### src/rtl/serial_adder_fsm.sv
// Bit-serial adder/subtractor: one full-adder slice plus a carry flop, LSB first,
// operands in via start/ready, result out via out_valid/out_ready.
module serial_adder_fsm #(
  parameter int WIDTH  = 8,
  parameter int SUB_EN = 1
) (
  input  logic             clk,
  input  logic             rst_n,
  input  logic             start,
  output logic             ready,
  input  logic [WIDTH-1:0] a,
  input  logic [WIDTH-1:0] b,
  input  logic             cin,
  input  logic             sub,
  output logic [WIDTH-1:0] sum,
  output logic             cout,
  output logic             ovf,
  output logic             out_valid,
  input  logic             out_ready
);
  localparam int            CW   = (WIDTH > 1) ? $clog2(WIDTH) : 1;
  localparam logic [CW-1:0] LAST = CW'(WIDTH - 1);

  typedef enum logic [1:0] {IDLE, RUN, HOLD} state_t;

  state_t           state;
  logic [WIDTH-1:0] opa, opb;
  logic             c;
  logic [CW-1:0]    cnt;
  logic             op;
  logic             fa_s, fa_c;

  assign op   = (SUB_EN != 0) & sub;

  // Operands shift right each RUN cycle so the slice always sees bit 0.
  assign fa_s = opa[0] ^ opb[0] ^ c;
  assign fa_c = (opa[0] & opb[0]) | (c & (opa[0] ^ opb[0]));

  always_ff @(posedge clk or negedge rst_n) begin
    if (!rst_n) begin
      state     <= IDLE;
      ready     <= 1'b1;
      out_valid <= 1'b0;
      sum       <= '0;
      cout      <= 1'b0;
      ovf       <= 1'b0;
      opa       <= '0;
      opb       <= '0;
      c         <= 1'b0;
      cnt       <= '0;
    end else begin
      case (state)
        IDLE: begin
          if (start) begin
            opa   <= a;
            opb   <= op ? ~b : b;
            c     <= op ? 1'b1 : cin;
            cnt   <= '0;
            ready <= 1'b0;
            state <= RUN;
          end
        end
        RUN: begin
          sum[cnt] <= fa_s;
          c        <= fa_c;
          opa      <= opa >> 1;
          opb      <= opb >> 1;
          if (cnt == LAST) begin
            // c is the carry into the MSB here, fa_c the carry out of it.
            cout      <= fa_c;
            ovf       <= c ^ fa_c;
            out_valid <= 1'b1;
            cnt       <= '0;
            state     <= HOLD;
          end else begin
            cnt <= cnt + 1'b1;
          end
        end
        HOLD: begin
          if (out_ready) begin
            out_valid <= 1'b0;
            ready     <= 1'b1;
            state     <= IDLE;
          end
        end
        default: begin
          out_valid <= 1'b0;
          ready     <= 1'b1;
          state     <= IDLE;
        end
      endcase
    end
  end
endmodule

### config.mk
export PLATFORM = sky130hd
export DESIGN_NAME = serial_adder_fsm
export DESIGN_NICKNAME = d
export VERILOG_FILES = /design/src/rtl/serial_adder_fsm.sv
export SDC_FILE = /design/constraint.sdc
export NUM_CORES = 1
export LEC_CHECK = 0
export ABC_AREA = 1
export CAP_MARGIN = 20
export CORE_MARGIN = 4
export CORE_UTILIZATION = 46
export DETAILED_ROUTE_END_ITERATION = 16
export DONT_BUFFER_PORTS = 1
export HOLD_SLACK_MARGIN = 0.1
export PLACE_DENSITY = 0.71
export SETUP_SLACK_MARGIN = 0.5
export SYNTH_ARGS = -nofsm -noshare
export SYNTH_HDL_FRONTEND = slang
export SYNTH_SLANG_ARGS = --single-unit
### constraint.sdc
create_clock -name clk -period 1.51 [get_ports clk]
set_input_delay 0.0755 -clock clk [delete_from_list [all_inputs] [get_ports clk]]
set_output_delay 0.0755 -clock clk [all_outputs]
set_load 0.02 [all_outputs]
# --- Yosys cells after proc, flatten, opt, wreduce, memory -nomap -nowiden ---
# Cells that the tools add are included.
op_classes:
  n_addsub: 1
  order_cmp: 2
  eq_ne: 6
  mux: 24
  bitwise_logic: 9
  n_reduce_logical: 8
op_table:
  columns: ["cell", "count"]
  rows:
  - ["$pmux W8 S2", 2]
  - ["$mux W8", 3]
  - ["$reduce_and A3 Y1", 3]
  - ["$bwmux W8", 1]
  - ["$not A8 Y8", 1]
  - ["$mux W1", 7]
  - ["$mux W2", 3]
  - ["$mux W3", 2]
  - ["$ne A2 B2 Y1 const B", 3]
  - ["$pmux W1 S3", 2]
  - ["$pmux W2 S3", 1]
  - ["$pmux W3 S2", 1]
  - ["$lt A3 B4 Y1 const B", 1]
  - ["$reduce_and A2 Y1", 2]
  - ["$add A3 B1 Y3 const B", 1]
  - ["$demux W1 S3", 1]
  - ["$eq A3 B3 Y1 const B", 1]
  - ["$ge A3 B1 Y1 const B", 1]
  - ["$xor A1 B1 Y1", 3]
  - ["$and A1 B1 Y1", 2]
  - ["$eq A2 B1 Y1 const B", 1]
  - ["$eq A2 B2 Y1 const B", 1]
  - ["$logic_not A2 Y1", 1]
  - ["$not A1 Y1", 2]
  - ["other kinds (4)", 4]
totals:
  reg_bits: 34
  inputBits: 22
  output_inout_bits: 12
  word_cells: 60

# --- Logic depth before layout (Yosys ltp) ---
depth:
  depth_word: 5
  ltp_mapped: 7
  mapped_depth_nobuf: 5

# --- Worst setup path before layout ---
# Ideal clock, no wire load.
synth_timing:
  kind: "register to register"
  from: "reg c"
  to: "reg sum[1]"
  setup_ns: 0.066
  arrival_ns: 1.324
  required_time_ns: 1.444
  setup_slack_ns: 0.120
  path_stages_with_launch: 5
  path_buffers: 1
  synth_period_minus_slack_ns: 1.390
  path_cell_list: "dfrtp_1 fa_1 clkbuf_1 nand4_1 nand2_1"
synth_via:
  elab_chain_cells: 2
synth_rtl:
  columns: ["item", "line_no", "text"]
  rows:
  - ["from (decl)", "28", "logic c;"]
  - ["from (signal assigned)", "57", "c <= op ? 1'b1 : cin;"]
  - ["$xor A1 B1 Y1", "36", "assign fa_s = opa[0] ^ opb[0] ^ c;"]
  - ["net fa_s", "31", "logic fa_s, fa_c;"]
  - ["$bwmux W8", "64", "sum[cnt] <= fa_s;"]
  - ["to (signal, indexed assignment)", "64", null]
  - ["to (decl)", "15", "output logic [WIDTH-1:0] sum,"]
# The timed path passes the listed nets, and every way through them passes these cells.
# A chain may end at the register's enable or synchronous reset.

# --- Final worst setup path ---
layout_timing:
  from: "reg opa[0]"
  to: "reg sum[1]"
layout_via:
  elab_chain_cells: 3
layout_rtl:
  columns: ["item", "line_no", "text"]
  rows:
  - ["from (decl)", "27", "logic [WIDTH-1:0] opa, opb;"]
  - ["from (signal assigned)", "66", "opa <= opa >> 1;"]
  - ["$xor A1 B1 Y1 (2 in a row)", "36", null]
  - ["net fa_s", "31", null]
  - ["$bwmux W8", "64", null]
# The timed path passes the listed nets, and every way through them passes these cells.

==> impl_metrics.json <==
{
  "holdPathStages": 5,
  "wl_met2_um": 2952,
  "slew_headroom": 0.7147,
  "period_share": 0.9087,
  "vdd_drop_max_mv": 0.9024,
  "finalHoldViolations": 0,
  "drv_slew": 0,
  "ys.flop_type": "dfrtp_1",
  "ys_ff_latch": 34,
  "cts.sink_count": 34,
  "drt-total-wl_um": 5515,
  "finalSetupViolations": 0,
  "port_buffers": 0,
  "rsz0062_at_grt": "yes",
  "cp-start-kind": "flop",
  "tightestPinTransition_ns": 0.4279,
  "muxShareOfSynthArea": 0,
  "hold_class": "in -> reg",
  "gp_congestion": 0.8125,
  "via_per_inst": 5.511,
  "wl_met1_um": 2146,
  "syn_avg_cell_area_um2": 8.257,
  "wl_per_cell_um": 17.73,
  "clock.fmax_mhz": 728.8,
  "synthAdderAreaFrac": 0.02514,
  "rr_worst_depth": 3,
  "dieArea_mm2": 0.004958,
  "slowest_stage": "fa_2",
  "synth_area_mm2": 0.001792,
  "synth_cell_types": 23,
  "antenna_left": 0,
  "crit_family": "adder cells",
  "drc": 0,
  "num_vias": 1714,
  "cp_slowest_stage_delay_ns": 0.69,
  "crit_fanout": 8,
  "yosys.area.top_type_share": 0.4609,
  "p_per_area_mw_per_mm2": 2010,
  "r2r_start": "opa[0]",
  "synth_compound_area_frac": 0.03492,
  "synth_warnings": 0,
  "synth_seq_area_share": 0.4756,
  "antenna_cells": 0,
  "synthSimpleGateAreaFrac": 0.3834,
  "gr-usage-all-layers": 0.2203,
  "yosys-top-cells-area": "dfrtp_1 (46%), nand2_1 (14%), nand3_1 (11%)",
  "drt_iter0_markers": 132,
  "cp.required_ns": 1.74,
  "rows": 22,
  "worstPathCellList": "fa_2 -> nand4_1 -> nand2_1",
  "clkTransAtPathRegs_ns": 0.08,
  "yosysMostFrequentCell": "nand2_1",
  "die_h_um": 70.41,
  "dp_hpwl_um": 2532,
  "nNetsFinal": 287,
  "synth_top_area_cell": "dfrtp_1",
  "grt_pass1_wl_um": 8597,
  "grt_overflow": 0,
  "fillers": 242,
  "synth_common_cells": "nand2_1 (66), nand3_1 (40), dfrtp_1 (33)",
  "cts_buffers": 5,
  "synthToLayoutAreaGrowth_pct": 53.63,
  "ctsRootBufferMaster": "clkbuf_8",
  "antenna_found_initial": 0,
  "max_cap_viol_count": 0,
  "netlist_instances": 217,
  "status": "finished, final reports clean",
  "ioPinCount": 34,
  "synth_top_family_by_area": "simple AND/OR/NAND/NOR gates",
  "route.met3.wl_um": 251,
  "worst_ep_arrival_time_ns": 1.60,
  "period_needed_ns": 1.372,
  "core_mm2": 0.003716,
  "grt_pass1_vias": 1759,
  "worstSetupEndpointType": "flop",
  "start_util": 0.4822,
  "top_layer": "met4",
  "syn-num-nets": 242,
  "grt_max_degree": 35,
  "async_flop_share": 1.000,
  "cts_tree": "yes",
  "clk_latency_ns": 0.30,
  "holdCritStartpoint": "sub",
  "post-route-util": 0.7407,
  "drt_first_pass_iters": 7,
  "fp.dieW_um": 70.41,
  "skew_ns": 0.01264,
  "cts_buffer_depth": 2,
  "cp_num_buf_inv": 0,
  "crit_start": "opa[0]",
  "synthXorXnorAreaFrac": 0.009777,
  "htreeDepth": 2,
  "path_depth": 3,
  "worstSetupPathType": "reg -> reg",
  "fin_setup_tns_ns": 0,
  "layout-drive-gt1-share": 0.4487,
  "p_leak_nw": 1.384,
  "synth_edf_count": 0
}
## placed cells by master, fill, tap and decap left out, drive strengths merged
master / instances
nand2: 80
o21ai: 11
dfstp: 1
clkinv: 2
dlymetal6s4s: 1
fa: 1
inv: 18
buf: 25
nand4: 2
dfrtp: 33
nor2: 9
xnor2: 2
nand3: 49
ha: 2
dlygate4sd3: 20
clkbuf: 6
o31ai: 1
## worst reg2reg max path, stage by stage, from the launching register on
cell and delay (ns):
dfrtp_1 0.41, fa_2 0.69, nand4_1 0.13, nand2_1 0.08
## kinds of logic (layout without fill, tap and decap cells)
logic type	after synthesis	count (layout)
xor+xnor	2	2
flops	34	34
compound gates	12	12
buf+inv	26	72
fa+ha+maj	3	3
simple gates	140	140
## where the power goes
| part | internal, mW | switching [mW] | leakage, nW | total, mW |
|---|---|---|---|---|
| Combinational | 1.35 | 1.62 | 0.909 | 2.97 |
| Sequential | 1.31 | 0.584 | 0.430 | 1.89 |
| Clock | 0.320 | 0.351 | 0.0450 | 0.671 |
| Total | 2.97 | 2.56 | 1.38 | 5.53 |
## per-layer routing
metal  vias up  global-route usage
met5         -                   0
li1        789                   -
met2        67              0.3753
met4         0              0.1106
met1       843              0.2689
met3        15             0.03165
## metrics by stage
stage | area, um2 | worst slack, ns | cells | power (mW) | hold slack (ns)
floorplan | 1819 | 0.2453 | 217 | 3.016 | -0.2201
global placement | 1832 | 0.1420 | 260 | 3.215 | -0.2190
detailed placement | 1832 | 0.1134 | 260 | 3.259 | -0.2191
CTS | 2554 | 0.1646 | 307 | 4.834 | 0.1617
global route | 2753 | 0.09663 | 311 | 5.855 | 0.2244
finish | 2753 | 0.1378 | 311 | 5.532 | 0.1738
## final timing paths
check	endpoint	slack, ns
setup / recovery	sum[1]	0.14
hold / removal	opb[6]	0.17
hold reg to reg	ready	0.53
min in group asynchronous	cout	0.25
max in group asynchronous	ready	1.02
setup reg to reg	sum[1]	0.14
## sequential cells by signal (all words and copies together), names as in the netlist
signal / flops
opa: 8
opb: 8
sum: 8
cnt: 3
state: 2
c: 1
cout: 1
out_valid: 1
ovf: 1
ready: 1
## final cells by class
type                    count  area [um2]  share of cell area
inverters                  17       73.82             0.02682
clock buffers               6       72.57             0.02636
well taps                  48       60.06             0.02182
clock inverters             2       10.01            0.003636
flip-flops and latches     34       855.8              0.3109
repair inverters            1       8.758            0.003182
multi-input cells         157        1172              0.4259
repair buffers             46       499.2              0.1814
## timing repair
item | in CTS | in global routing
endpoints found under the setup margin | 33 | 33
setup buffers | 14 | 4
hold buffers | 22 | 0
endpoints found under the hold margin | 55 | 0
gates resized for setup | 69 | 37
gates cloned | 3 | 0
pin swaps | 26 | 12
Power figures use the tool's default switching activity.
